File: config.mk
export PLATFORM = sky130hd
export DESIGN_NAME = clock_set_controller
export DESIGN_NICKNAME = d
export VERILOG_FILES = /design/src/rtl/clock_set_controller.sv
export SDC_FILE = /design/constraint.sdc
export NUM_CORES = 1
export LEC_CHECK = 0
export BUFFER_PORTS_ARGS = -buffer_cell sky130_fd_sc_hd__buf_2
export CAP_MARGIN = 20
export CORE_MARGIN = 2
export CORE_UTILIZATION = 51
export CTS_CLUSTER_SIZE = 8
export DETAILED_ROUTE_END_ITERATION = 8
export PLACE_DENSITY = 0.79
export SLEW_MARGIN = 20
export SYNTH_ARGS = -nofsm -noshare
export SYNTH_HDL_FRONTEND = slang
export SYNTH_SLANG_ARGS = --single-unit
File: constraint.sdc
create_clock -name clk -period 2.28 [get_ports clk]
set_clock_uncertainty 0.1 [all_clocks]
set_input_delay 0.456 -clock clk [delete_from_list [all_inputs] [get_ports clk]]
set_output_delay 0.456 -clock clk [all_outputs]
set_load 0.1 [all_outputs]
File: src/rtl/clock_set_controller.sv
// clock_set_controller: button-driven time-set sequencer for DigitalClock.
// RUN -> SET_HOUR -> SET_MIN -> COMMIT -> RUN, with BCD field increment,
// a one-cycle load strobe on commit and a blink enable for the edited field.
// Optional macro CLK_SET_TIMEOUT_EN: abandons an edit after TIMEOUT_SECS
// one_sec_pulse ticks with no button activity.
module clock_set_controller #(
  parameter int unsigned TIMEOUT_SECS = 10
) (
  input  logic       clk,
  input  logic       reset,
  input  logic       one_sec_pulse,
  input  logic       btn_mode,
  input  logic       btn_inc,
  input  logic [3:0] cur_hour_tens,
  input  logic [3:0] cur_hour_ones,
  input  logic [3:0] cur_min_tens,
  input  logic [3:0] cur_min_ones,
  output logic       clock_hold,
  output logic       load,
  output logic [3:0] set_hour_tens,
  output logic [3:0] set_hour_ones,
  output logic [3:0] set_min_tens,
  output logic [3:0] set_min_ones,
  output logic [1:0] mode,
  output logic       blink
);

  typedef enum logic [1:0] {
    RUN      = 2'b00,
    SET_HOUR = 2'b01,
    SET_MIN  = 2'b10,
    COMMIT   = 2'b11
  } state_t;

  // Reject out-of-range timeout values at elaboration time.
  if (TIMEOUT_SECS < 1 || TIMEOUT_SECS > 255) begin : g_bad_timeout
    $error("TIMEOUT_SECS must be in 1..255");
  end

  state_t     state, state_nxt;
  logic [3:0] hour_tens, hour_ones, min_tens, min_ones;
  logic [3:0] hour_tens_nxt, hour_ones_nxt, min_tens_nxt, min_ones_nxt;
  logic       blink_nxt;
  logic       in_edit;
  logic       timeout_hit;

  // Hours field: any bad digit or a value above 23 clears the whole field.
  function automatic logic [7:0] sanitise_hour(input logic [3:0] t, input logic [3:0] o);
    if (t > 4'd2 || o > 4'd9 || (t == 4'd2 && o > 4'd3))
      return 8'h00;
    return {t, o};
  endfunction

  // Minutes field: any bad digit or a tens digit above 5 clears the field.
  function automatic logic [7:0] sanitise_min(input logic [3:0] t, input logic [3:0] o);
    if (t > 4'd5 || o > 4'd9)
      return 8'h00;
    return {t, o};
  endfunction

  // BCD hour increment, 23 wraps to 00.
  function automatic logic [7:0] inc_hour(input logic [3:0] t, input logic [3:0] o);
    if (t == 4'd2 && o == 4'd3)
      return 8'h00;
    if (o == 4'd9)
      return {t + 4'd1, 4'd0};
    return {t, o + 4'd1};
  endfunction

  // BCD minute increment, 59 wraps to 00 with no carry into hours.
  function automatic logic [7:0] inc_min(input logic [3:0] t, input logic [3:0] o);
    if (o == 4'd9)
      return {(t == 4'd5) ? 4'd0 : t + 4'd1, 4'd0};
    return {t, o + 4'd1};
  endfunction

  assign in_edit = (state == SET_HOUR) || (state == SET_MIN);

`ifdef CLK_SET_TIMEOUT_EN
  localparam logic [7:0] TIMEOUT_LIMIT = 8'(TIMEOUT_SECS);

  logic [7:0] idle_cnt, idle_cnt_nxt;

  // A button in the same cycle as the terminal tick wins and clears the count.
  always_comb begin
    timeout_hit  = in_edit && one_sec_pulse && !btn_mode && !btn_inc &&
                   ((idle_cnt + 8'd1) == TIMEOUT_LIMIT);
    idle_cnt_nxt = idle_cnt;
    if (!in_edit || btn_mode || btn_inc || timeout_hit)
      idle_cnt_nxt = '0;
    else if (one_sec_pulse)
      idle_cnt_nxt = idle_cnt + 8'd1;
  end

  // Idle-second counter register.
  always_ff @(posedge clk or negedge reset) begin
    if (!reset)
      idle_cnt <= '0;
    else
      idle_cnt <= idle_cnt_nxt;
  end
`else
  assign timeout_hit = 1'b0;
`endif

  // State register.
  always_ff @(posedge clk or negedge reset) begin
    if (!reset)
      state <= RUN;
    else
      state <= state_nxt;
  end

  // Next-state logic; btn_mode always takes precedence over btn_inc.
  always_comb begin
    state_nxt = state;
    unique case (state)
      RUN:      if (btn_mode) state_nxt = SET_HOUR;
      SET_HOUR: if (btn_mode) state_nxt = SET_MIN;
                else if (timeout_hit) state_nxt = RUN;
      SET_MIN:  if (btn_mode) state_nxt = COMMIT;
                else if (timeout_hit) state_nxt = RUN;
      COMMIT:   state_nxt = RUN;
      default:  state_nxt = RUN;
    endcase
  end

  // Edit-register next values: capture in RUN, increment the active field.
  always_comb begin
    {hour_tens_nxt, hour_ones_nxt} = {hour_tens, hour_ones};
    {min_tens_nxt, min_ones_nxt}   = {min_tens, min_ones};
    if (state == RUN && btn_mode) begin
      {hour_tens_nxt, hour_ones_nxt} = sanitise_hour(cur_hour_tens, cur_hour_ones);
      {min_tens_nxt, min_ones_nxt}   = sanitise_min(cur_min_tens, cur_min_ones);
    end else if (state == SET_HOUR && btn_inc && !btn_mode) begin
      {hour_tens_nxt, hour_ones_nxt} = inc_hour(hour_tens, hour_ones);
    end else if (state == SET_MIN && btn_inc && !btn_mode) begin
      {min_tens_nxt, min_ones_nxt} = inc_min(min_tens, min_ones);
    end
  end

  // Edit registers; they keep their value after commit until the next capture.
  always_ff @(posedge clk or negedge reset) begin
    if (!reset) begin
      hour_tens <= '0;
      hour_ones <= '0;
      min_tens  <= '0;
      min_ones  <= '0;
    end else begin
      hour_tens <= hour_tens_nxt;
      hour_ones <= hour_ones_nxt;
      min_tens  <= min_tens_nxt;
      min_ones  <= min_ones_nxt;
    end
  end

  // Blink toggles per second while editing and restarts low on every state change.
  always_comb begin
    blink_nxt = 1'b0;
    if (state_nxt == state && in_edit)
      blink_nxt = one_sec_pulse ? ~blink : blink;
  end

  // Blink register.
  always_ff @(posedge clk or negedge reset) begin
    if (!reset)
      blink <= 1'b0;
    else
      blink <= blink_nxt;
  end

  assign clock_hold    = (state != RUN);
  assign load          = (state == COMMIT);
  assign mode          = state;
  assign set_hour_tens = hour_tens;
  assign set_hour_ones = hour_ones;
  assign set_min_tens  = min_tens;
  assign set_min_ones  = min_ones;

endmodule

Word-level counts from Yosys, hierarchy flattened:

Cells that the tools add are included.

* flip-flop bits (word level): 19
* word-level logic and storage cells: 92

* add/subtract/negate cells: 4
* $lt $le $gt $ge: 5
* eq/ne operators: 12
* mux-type cells: 42
* bitwise operators: 1
* reduce and logical (&&, ||, !) cells: 22

Operators by type and width (count)
* $mux 8: 10
* $mux 4: 11
* $mux 1: 17
* $add 4x1->4 const B: 4
* $eq 4x2->1 const B: 3
* $eq 4x4->1 const B: 2
* $gt 4x2->1 const B: 2
* $gt 4x4->1 const B: 2
* $logic_and 1x1->1: 8
* $pmux 2 s4: 1
* $reduce_bool 2->1: 4
* $mux 2: 3
* $eq 2x2->1 const B: 2
* $eq 4x3->1 const B: 1
* $gt 4x3->1 const B: 1
* $logic_or 1x1->1: 4
* $ne 2x2->1 const B: 2
* $reduce_and 2->1: 2
* $reduce_and 3->1: 1
* $reduce_bool 3->1: 1
* $eq 2x1->1 const B: 1
* $eq 2x2->1: 1
* $logic_not 2->1: 1
* $logic_not 1->1: 1
* $not 1->1: 1

Logic depth before layout (Yosys ltp):

Gate-level depths: netlist (run 1).

* depth in word-level cells: 12
* depth in mapped cells: 7

Least setup slack after synthesis (run 1):

No wires, ideal clock.

* kind: register to register
* start: register state[1], in the netlist mode[1]
* end: register min_tens[3], in the netlist set_min_tens[3]
* arrival: 2406 ps
* slack: -350 ps
* stages on the path, launching flop included: 8
* path buffers: 1
* clock period less this slack: 2630 ps
* path through: dfrtp_1 inv_1 ha_1 and2_1 buf_2 a31oi_4 nor4_1 a211o_1

* word-level cells in the longest chain between the ends: 5

Ends and longest elaborated chain
* start: declaration: RTL line 40 `state_t state, state_nxt;`
* start signal: assignment: RTL line 111 `state <= state_nxt;`
* $eq 2x1->1 / $eq 2x2->1 (equally long branches): RTL line 135, 137
* $logic_and 1x1->1 (on tied branches) (2 in a row): RTL line 135, 137
* $ne 2x2->1 (no source line) / $reduce_bool 2->1 (equally long branches)
* $reduce_and 3->1 (no source line)
* end signal: assignment: RTL line 152 `min_tens <= min_tens_nxt;`
* end: declaration: RTL line 41 `logic [3:0] hour_tens, hour_ones, min_tens, min_ones;`

Parallel ways exist; a longest one is shown, timed or not.
A chain may end at the register's enable or synchronous reset.

Worst setup path in the final report (run 1):

* start: register state[0], in the netlist mode[0]
* end: output port clock_hold

* word-level cells in the longest chain between the ends: 1

Ends and longest elaborated chain
* $reduce_bool 2->1: RTL line 172 `assign clock_hold = (state != RUN);`
* end: declaration: RTL line 18 `output logic clock_hold,`

Every way passes these cells.

==> results of run 1 <==
per-stage QoR:
| stage | cell area [sq um] | TNS, ps | total power, mW | utilization, % | cells |
|---|---|---|---|---|---|
| 3_5_place_dp | 1650 | 0 | 2.34 | 61.4 | 223 |
| 6_report | 1690 | 0 | 2.52 | 62.8 | 228 |
| 2_1_floorplan | 1420 | -0.0824 | 2.04 | - | 154 |
| 3_3_place_gp | 1650 | 0 | 2.29 | 61.4 | 223 |
| 5_1_grt | 1690 | 0 | 2.66 | 62.8 | 228 |
| 4_1_cts | 1690 | 0 | 2.52 | 62.8 | 228 |
cell type report:
cell class	count	area [sq um]	share of cell area (%)
Clock buffer	4	26.3	1.56
Inverter	10	37.5	2.23
Multi-Input combinational cell	122	887	52.6
Sequential cell	19	482	28.6
Tap cell	31	38.8	2.30
Timing Repair Buffer	42	215	12.8
worst max path at each step:
stage	start	to	depth (start not counted)
2_1_floorplan	mode[0]	set_min_tens[3]	7
3_3_place_gp	mode[1]	set_hour_tens[0]	6
3_5_place_dp	mode[1]	set_hour_tens[0]	6
4_1_cts	mode[0]	clock_hold	4
5_1_grt	mode[1]	set_hour_tens[0]	6
6_report	mode[0]	clock_hold	4
per-layer routing:
metal  vias to the layer above  global-route usage [%]  routed length [um]  share of wire [%]
li1                        657                       -                   -                  -
met1                       648                    24.5                1380                 42
met2                        52                    35.9                1610                 49
met3                        11                    5.76                 176                5.4
met4                         0                    11.9                  98                3.0
met5                         -                       0                   0                  0
sequential cells by signal (all words and copies together), names as in the netlist:
| signal | cells |
|---|---|
| blink | 1 |
| set_min_tens | 4 |
| set_hour_tens | 4 |
| set_hour_ones | 4 |
| mode | 2 |
| set_min_ones | 4 |
worst reg2reg max path, stage by stage (launching register included):
cell and delay, ps:
dfrtp_2 470, inv_1 140, ha_1 220, and2_1 460, nor2_2 150, nor2_2 170, mux2_4 310
logic make-up (layout without fill, tap and decap cells):
group,count (synthesis),in the layout,synth area share [%]
AND/OR/NAND/NOR,61,61,26.1
AO/OA/AOI/OAI,46,46,23.4
flip-flops,19,19,33.6
buffers and inverters,13,56,3.80
adder cells (fa/ha/maj),11,11,9.72
XOR/XNOR,2,2,1.24
multiplexers,2,2,2.12
cells in the final DEF, fill, tap and decap left out, types with 2 or more instances in the layout:
cell	instances
a21oi_1	6
a2bb2oi_1	2
a31oi_1	2
a32oi_1	3
and2_1	3
and3_1	4
buf_2	41
clkbuf_4	3
dfrtp_1	14
dfrtp_2	5
ha_1	11
inv_1	10
mux2_4	2
nand2_1	15
nand3_1	8
nand3b_1	4
nor2_1	9
nor2_2	2
nor3_1	4
o211ai_1	2
o21ai_0	8
o21ai_1	7
o22ai_1	3
o311ai_1	2
xor2_1	2
power by group through the flow:
stage          Sequential [mW]  Clock (mW)  Combinational [mW]
6_report                 0.618       0.181                1.72
2_1_floorplan             1.27           0               0.769
5_1_grt                  0.638       0.195                1.83
4_1_cts                  0.617       0.184                1.72
3_5_place_dp             0.625           0                1.71
3_3_place_gp             0.611           0                1.68
==> out/qor.yml, run 1 <==
floorplanning:
  io_pins: 42
  die_area_sq_um: 3210
  rows: 19
  fp.dieH_um: 56.7
  start_util_pct: 52.7
  core_area_sq_um: 2690
  die_w_um: 56.7
placement:
  place_hpwl_um: 2480
  portBuffers: 41
  pre_cts_slack_ps: 161
  place.gp.congestion: 0.871
cells_and_area:
  diodes: 0
  fillers: 241
  drive_above_1_share_pct: 31.5
  final_net_count: 230
  syn_to_final_growth_pct: 19.1
timing:
  setup_slack_ps: 126
  rsz0062_at_grt: "false"
  hold_ws_ps: 285
  tightest_slew_ps: 502
  final-hold-violation-count: 0
  max_slew_margin_pct: 66.5
  fmax_ghz: 0.464
  slew_violations: 0
  period_needed_ps: 2150
  setup_viol: 0
  post-route-period-util_pct: 94.5
critical_path:
  critPathTopFamily: "buffers and inverters"
  worstPathMaxFanout: 8
  required_ps: 1720
  rrSetupSlack_ps: 150
  crit_top_cell: "inv_1"
  crit_path_end_kind: "output port"
  crit_chain: "inv_1, ha_1, inv_1, buf_2"
  cp_num_buf_inv: 3
  criticalPathCategory: "flip-flop to output port"
  cp.arrival_ps: 1600
  regToRegEndpoint: "set_hour_tens[0]"
  reg2reg_depth: 6
  slowest_stage: "dfrtp_2"
  worst_setup_path_start_kind: "flip-flop"
  max_stage_delay_ps: 450
  reg2reg_from: "mode[1]"
logic_synthesis:
  syn_nets: 186
  ys_top_cells_by_count: "dfrtp_1 (19), nand2_1 (15), ha_1 (11)"
  synth_ff_type: "dfrtp_1"
  synth_cell_types: 48
  synth_area_leaders: "dfrtp_1 (34%), ha_1 (9.7%), nand2_1 (4.0%)"
  avgSynthCellArea_sq_um: 9.20
  synth.most_common_cell: "dfrtp_1"
  synth_top_cell_area_share_pct: 33.6
  yosysSeqAreaShare_pct: 33.6
  synth_edf_count: 0
  async_reset_ff_share_pct: 100
  synth_top_cell_by_area: "dfrtp_1"
  ys_seq_elements: 19
  ys_warn_count: 0
  postSynthCellCount: 154
  syn_area_sq_um: 1420
global_route:
  grt_pass1_wl_um: 5400
  grt_antenna_before_repair: 0
  grt_pass1_vias: 1290
  gr-total-overflow: 0
  grt_max_degree: 20
  track_usage_pct: 21.4
pwr:
  switching_share_pct: 62.8
  p_leak_nw: 0.807
  p_seq_share_pct: 24.6
  p_per_area_nw_per_um2: 1490
  pwr-share-clk_pct: 7.2
  ir_worst_vdd_mv: 1.42
  p_comb_share_pct: 68.3
  power.switching_mw: 1.58
  p_int_mw: 0.935
worst_hold_path:
  min_path_type: "input pin to flip-flop"
  hold_end: "set_min_ones[2]"
  hold_depth: 3
  worstHoldStart: "cur_min_ones[2]"
drt:
  drc: 0
  drtPass1Iterations: 4
  initialDrtViolationCount: 65
  wire_per_inst_um: 14.3
  vias: 1368
  drtAntennaViolNets: 0
  wl_um: 3260
  detail_route.vias_per_cell: 6.00
clock_network:
  cts_buffers: 3
  cts.clk_slew.worst_paths_ps: 110
  cts_root_buf: "clkbuf_4"
  cts_tree: "yes"
  h-tree-depth: 1
  clk_latency_ps: 310
  clock-sinks: 19
  hold_buffers: 1
  post-cts-setup-buffers: 0
  clock_path_buffers: 2
  cts_resized: 0
job:
  max_cap_viol_count: 0
run_status:
  status: "completed"
No activity file was read; power rests on OpenSTA's default activity.
==> run 2, diff against run 1 <==
--- a/config.mk
+++ b/config.mk
@@ -9,6 +9,7 @@
 export CAP_MARGIN = 20
 export CORE_MARGIN = 2
 export CORE_UTILIZATION = 51
+export CTS_CLUSTER_DIAMETER = 100
 export CTS_CLUSTER_SIZE = 8
 export DETAILED_ROUTE_END_ITERATION = 8
 export PLACE_DENSITY = 0.79
==> constraint.sdc (replaced) <==
create_clock -name clk -period 2 [get_ports clk]
set_clock_uncertainty 0.1 [all_clocks]
set_input_delay 0.4 -clock clk [delete_from_list [all_inputs] [get_ports clk]]
set_output_delay 0.4 -clock clk [all_outputs]
set_load 0.1 [all_outputs]
==> out/qor.yml, run 2 (synthesis results as in run 1) <==
run_status:
  status: "completed"
cells_and_area:
  post-route-util_pct: 65.3  # +2.5 points
  drive_above_1_share_pct: 39.5  # +8.0 points
  final_common_cell: "buf_2"
  most-common-layout-cells: "buf_2 (40), nand2_1 (15), nor2_1 (9)"
  final_net_count: 233  # +1.3%
  fillers: 233  # -3.3%
  multi_input_area_sq_um: 907  # +2.3%
  seqCellArea_sq_um: 504  # +4.7%
  diodes: 0  # unchanged
  syn_to_final_growth_pct: 23.9
worst_hold_path:
  hold_depth: 3  # unchanged
  min_path_type: "input pin to flip-flop"
  worstHoldStart: "cur_min_ones[2]"
  hold_end: "set_min_ones[2]"
placement:
  pre_cts_slack_ps: 83.2  # -78.2 ps
  portBuffers: 41  # unchanged
  place.gp.congestion: 0.867  # -0.47%
  place_hpwl_um: 2450  # -1.1%
critical_path:
  worstPathMaxFanout: 8  # unchanged
  criticalPathCategory: "flip-flop to output port"
  critPathTopFamily: "flip-flops"
  crit_chain: "inv_2, ha_2, inv_1, buf_4"
  reg2reg_depth: 6  # unchanged
  required_ps: 1500  # -220 ps
  reg2reg_from: "mode[0]"
  regToRegEndpoint: "set_hour_tens[0]"
  crit_path_start: "mode[0]"
  cp.arrival_ps: 1450  # -150 ps
  worst_setup_path_start_kind: "flip-flop"
  cp_num_buf_inv: 3  # unchanged
  max_stage_delay_ps: 550  # +100 ps
  rrSetupSlack_ps: 100  # -50 ps
  slowest_stage: "dfrtp_4"
  crit_path_end_kind: "output port"
pwr:
  ir_worst_vdd_mv: 1.38  # -3.0%
  p_leak_nw: 0.809  # +0.25%
  p_per_area_nw_per_um2: 1700  # +14%
job:
  max_cap_viol_count: 0  # unchanged
timing:
  max_slew_margin_pct: 67.7  # +1.1 points
  fmax_ghz: 0.514
  final-hold-violation-count: 0  # unchanged
  setup_viol: 0  # unchanged
  period_needed_ps: 1950
  setup_slack_ps: 53.7  # -72.6 ps
  tightest_slew_ps: 488  # -13.6 ps
  slew_violations: 0  # unchanged
  post-route-period-util_pct: 97.3
global_route:
  track_usage_pct: 20.7  # -0.72 points
  grt_pass1_vias: 1261  # -2.2%
  gr-total-overflow: 0  # unchanged
  grt_max_degree: 20  # unchanged
  grt_pass1_wl_um: 5430  # +0.52%
  grt_antenna_before_repair: 0  # unchanged
floorplanning:
  die_area_sq_um: 3210  # unchanged
  fp.dieH_um: 56.7  # unchanged
  rows: 19  # unchanged
  io_pins: 42  # unchanged
  start_util_pct: 52.7  # unchanged
  die_w_um: 56.7  # unchanged
  core_area_sq_um: 2690  # unchanged
drt:
  drc: 0  # unchanged
  detail_route.vias_per_cell: 5.88  # -2.0%
  vias: 1358  # -0.73%
  drtAntennaViolNets: 0  # unchanged
  initialDrtViolationCount: 51  # -22%
  wire_per_inst_um: 14.0  # -2.0%
  drtPass1Iterations: 4  # unchanged
  wl_um: 3240  # -0.70%
clock_network:
  clk_latency_ps: 300  # about the same
  h-tree-depth: 1  # unchanged
  cts.clk_slew.worst_paths_ps: 110  # about the same
  cts_tree: "yes"
  cts_buffers: 3  # unchanged
  cts_root_buf: "clkbuf_4"
  clock-sinks: 19  # unchanged
  clock_path_buffers: 2  # unchanged
run 2: cell count changes in the layout (fill, tap and decap cells not counted), sizes merged:
cell	previous run	this run
buf	41	44
run 2: worst max path at each step:
| stage | to | slack, ps | depth (start not counted) |
|---|---|---|---|
| 2_1_floorplan | set_min_tens[3] | -9 | 6 |
| 5_1_grt | clock_hold | -2 | 4 |
| 6_report | clock_hold | 50 | 4 |
| 3_3_place_gp | set_min_tens[3] | 160 | 6 |
| 4_1_cts | set_min_tens[3] | 60 | 6 |
| 3_5_place_dp | set_min_tens[3] | 80 | 6 |
run 2: timing repair:
action / in CTS / in global routing
buffers inserted: 0 / 3
hold endpoints to repair: 19 / 0
pin swaps: 0 / 1
setup endpoints to repair: 1 / 3
resized for setup: 1 / 3
hold buffers: 1 / 0
run 2: tightest hold or removal path, delay by kind of cell:
family,cells,cell delay [ps]
compound gates,1,60
simple gates,1,50
buf+inv,1,90
run 2: layout make-up:
class	instances	area share (%)
well taps	31	2.21
inverters	10	2.14
multi-input cells	122	51.7
flip-flops and latches	19	28.7
clock buffers	4	1.50
repair buffers	45	13.7
run 2: routing by layer:
metal | routed length, um | vias to the layer above | track usage (%)
li1 | - | 659 | -
met1 | 1520 | 647 | 29.0
met2 | 1530 | 46 | 33.7
met3 | 142 | 6 | 2.53
met4 | 44 | 0 | 5.44
met5 | 0 | - | 0
run 2: metrics by stage:
stage | area (sq um) | std cells | hold WS, ps | setup TNS, ps | total power, mW
after floorplan | 1460 | 154 | 4.41 | -17.7 | 2.38
after global placement | 1680 | 223 | 261 | 0 | 2.66
after detailed placement | 1680 | 223 | 269 | 0 | 2.70
after CTS | 1720 | 228 | 240 | 0 | 2.91
after global routing | 1750 | 231 | 242 | -2.09 | 3.15
final | 1750 | 231 | 241 | 0 | 2.98
run 2: report_power, final:
part | leakage, nW | internal, mW | switching [mW]
combinational | 0.562 | 0.545 | 1.49
clock | 0.0150 | 0.0777 | 0.123
sequential | 0.231 | 0.530 | 0.209
total | 0.809 | 1.15 | 1.82
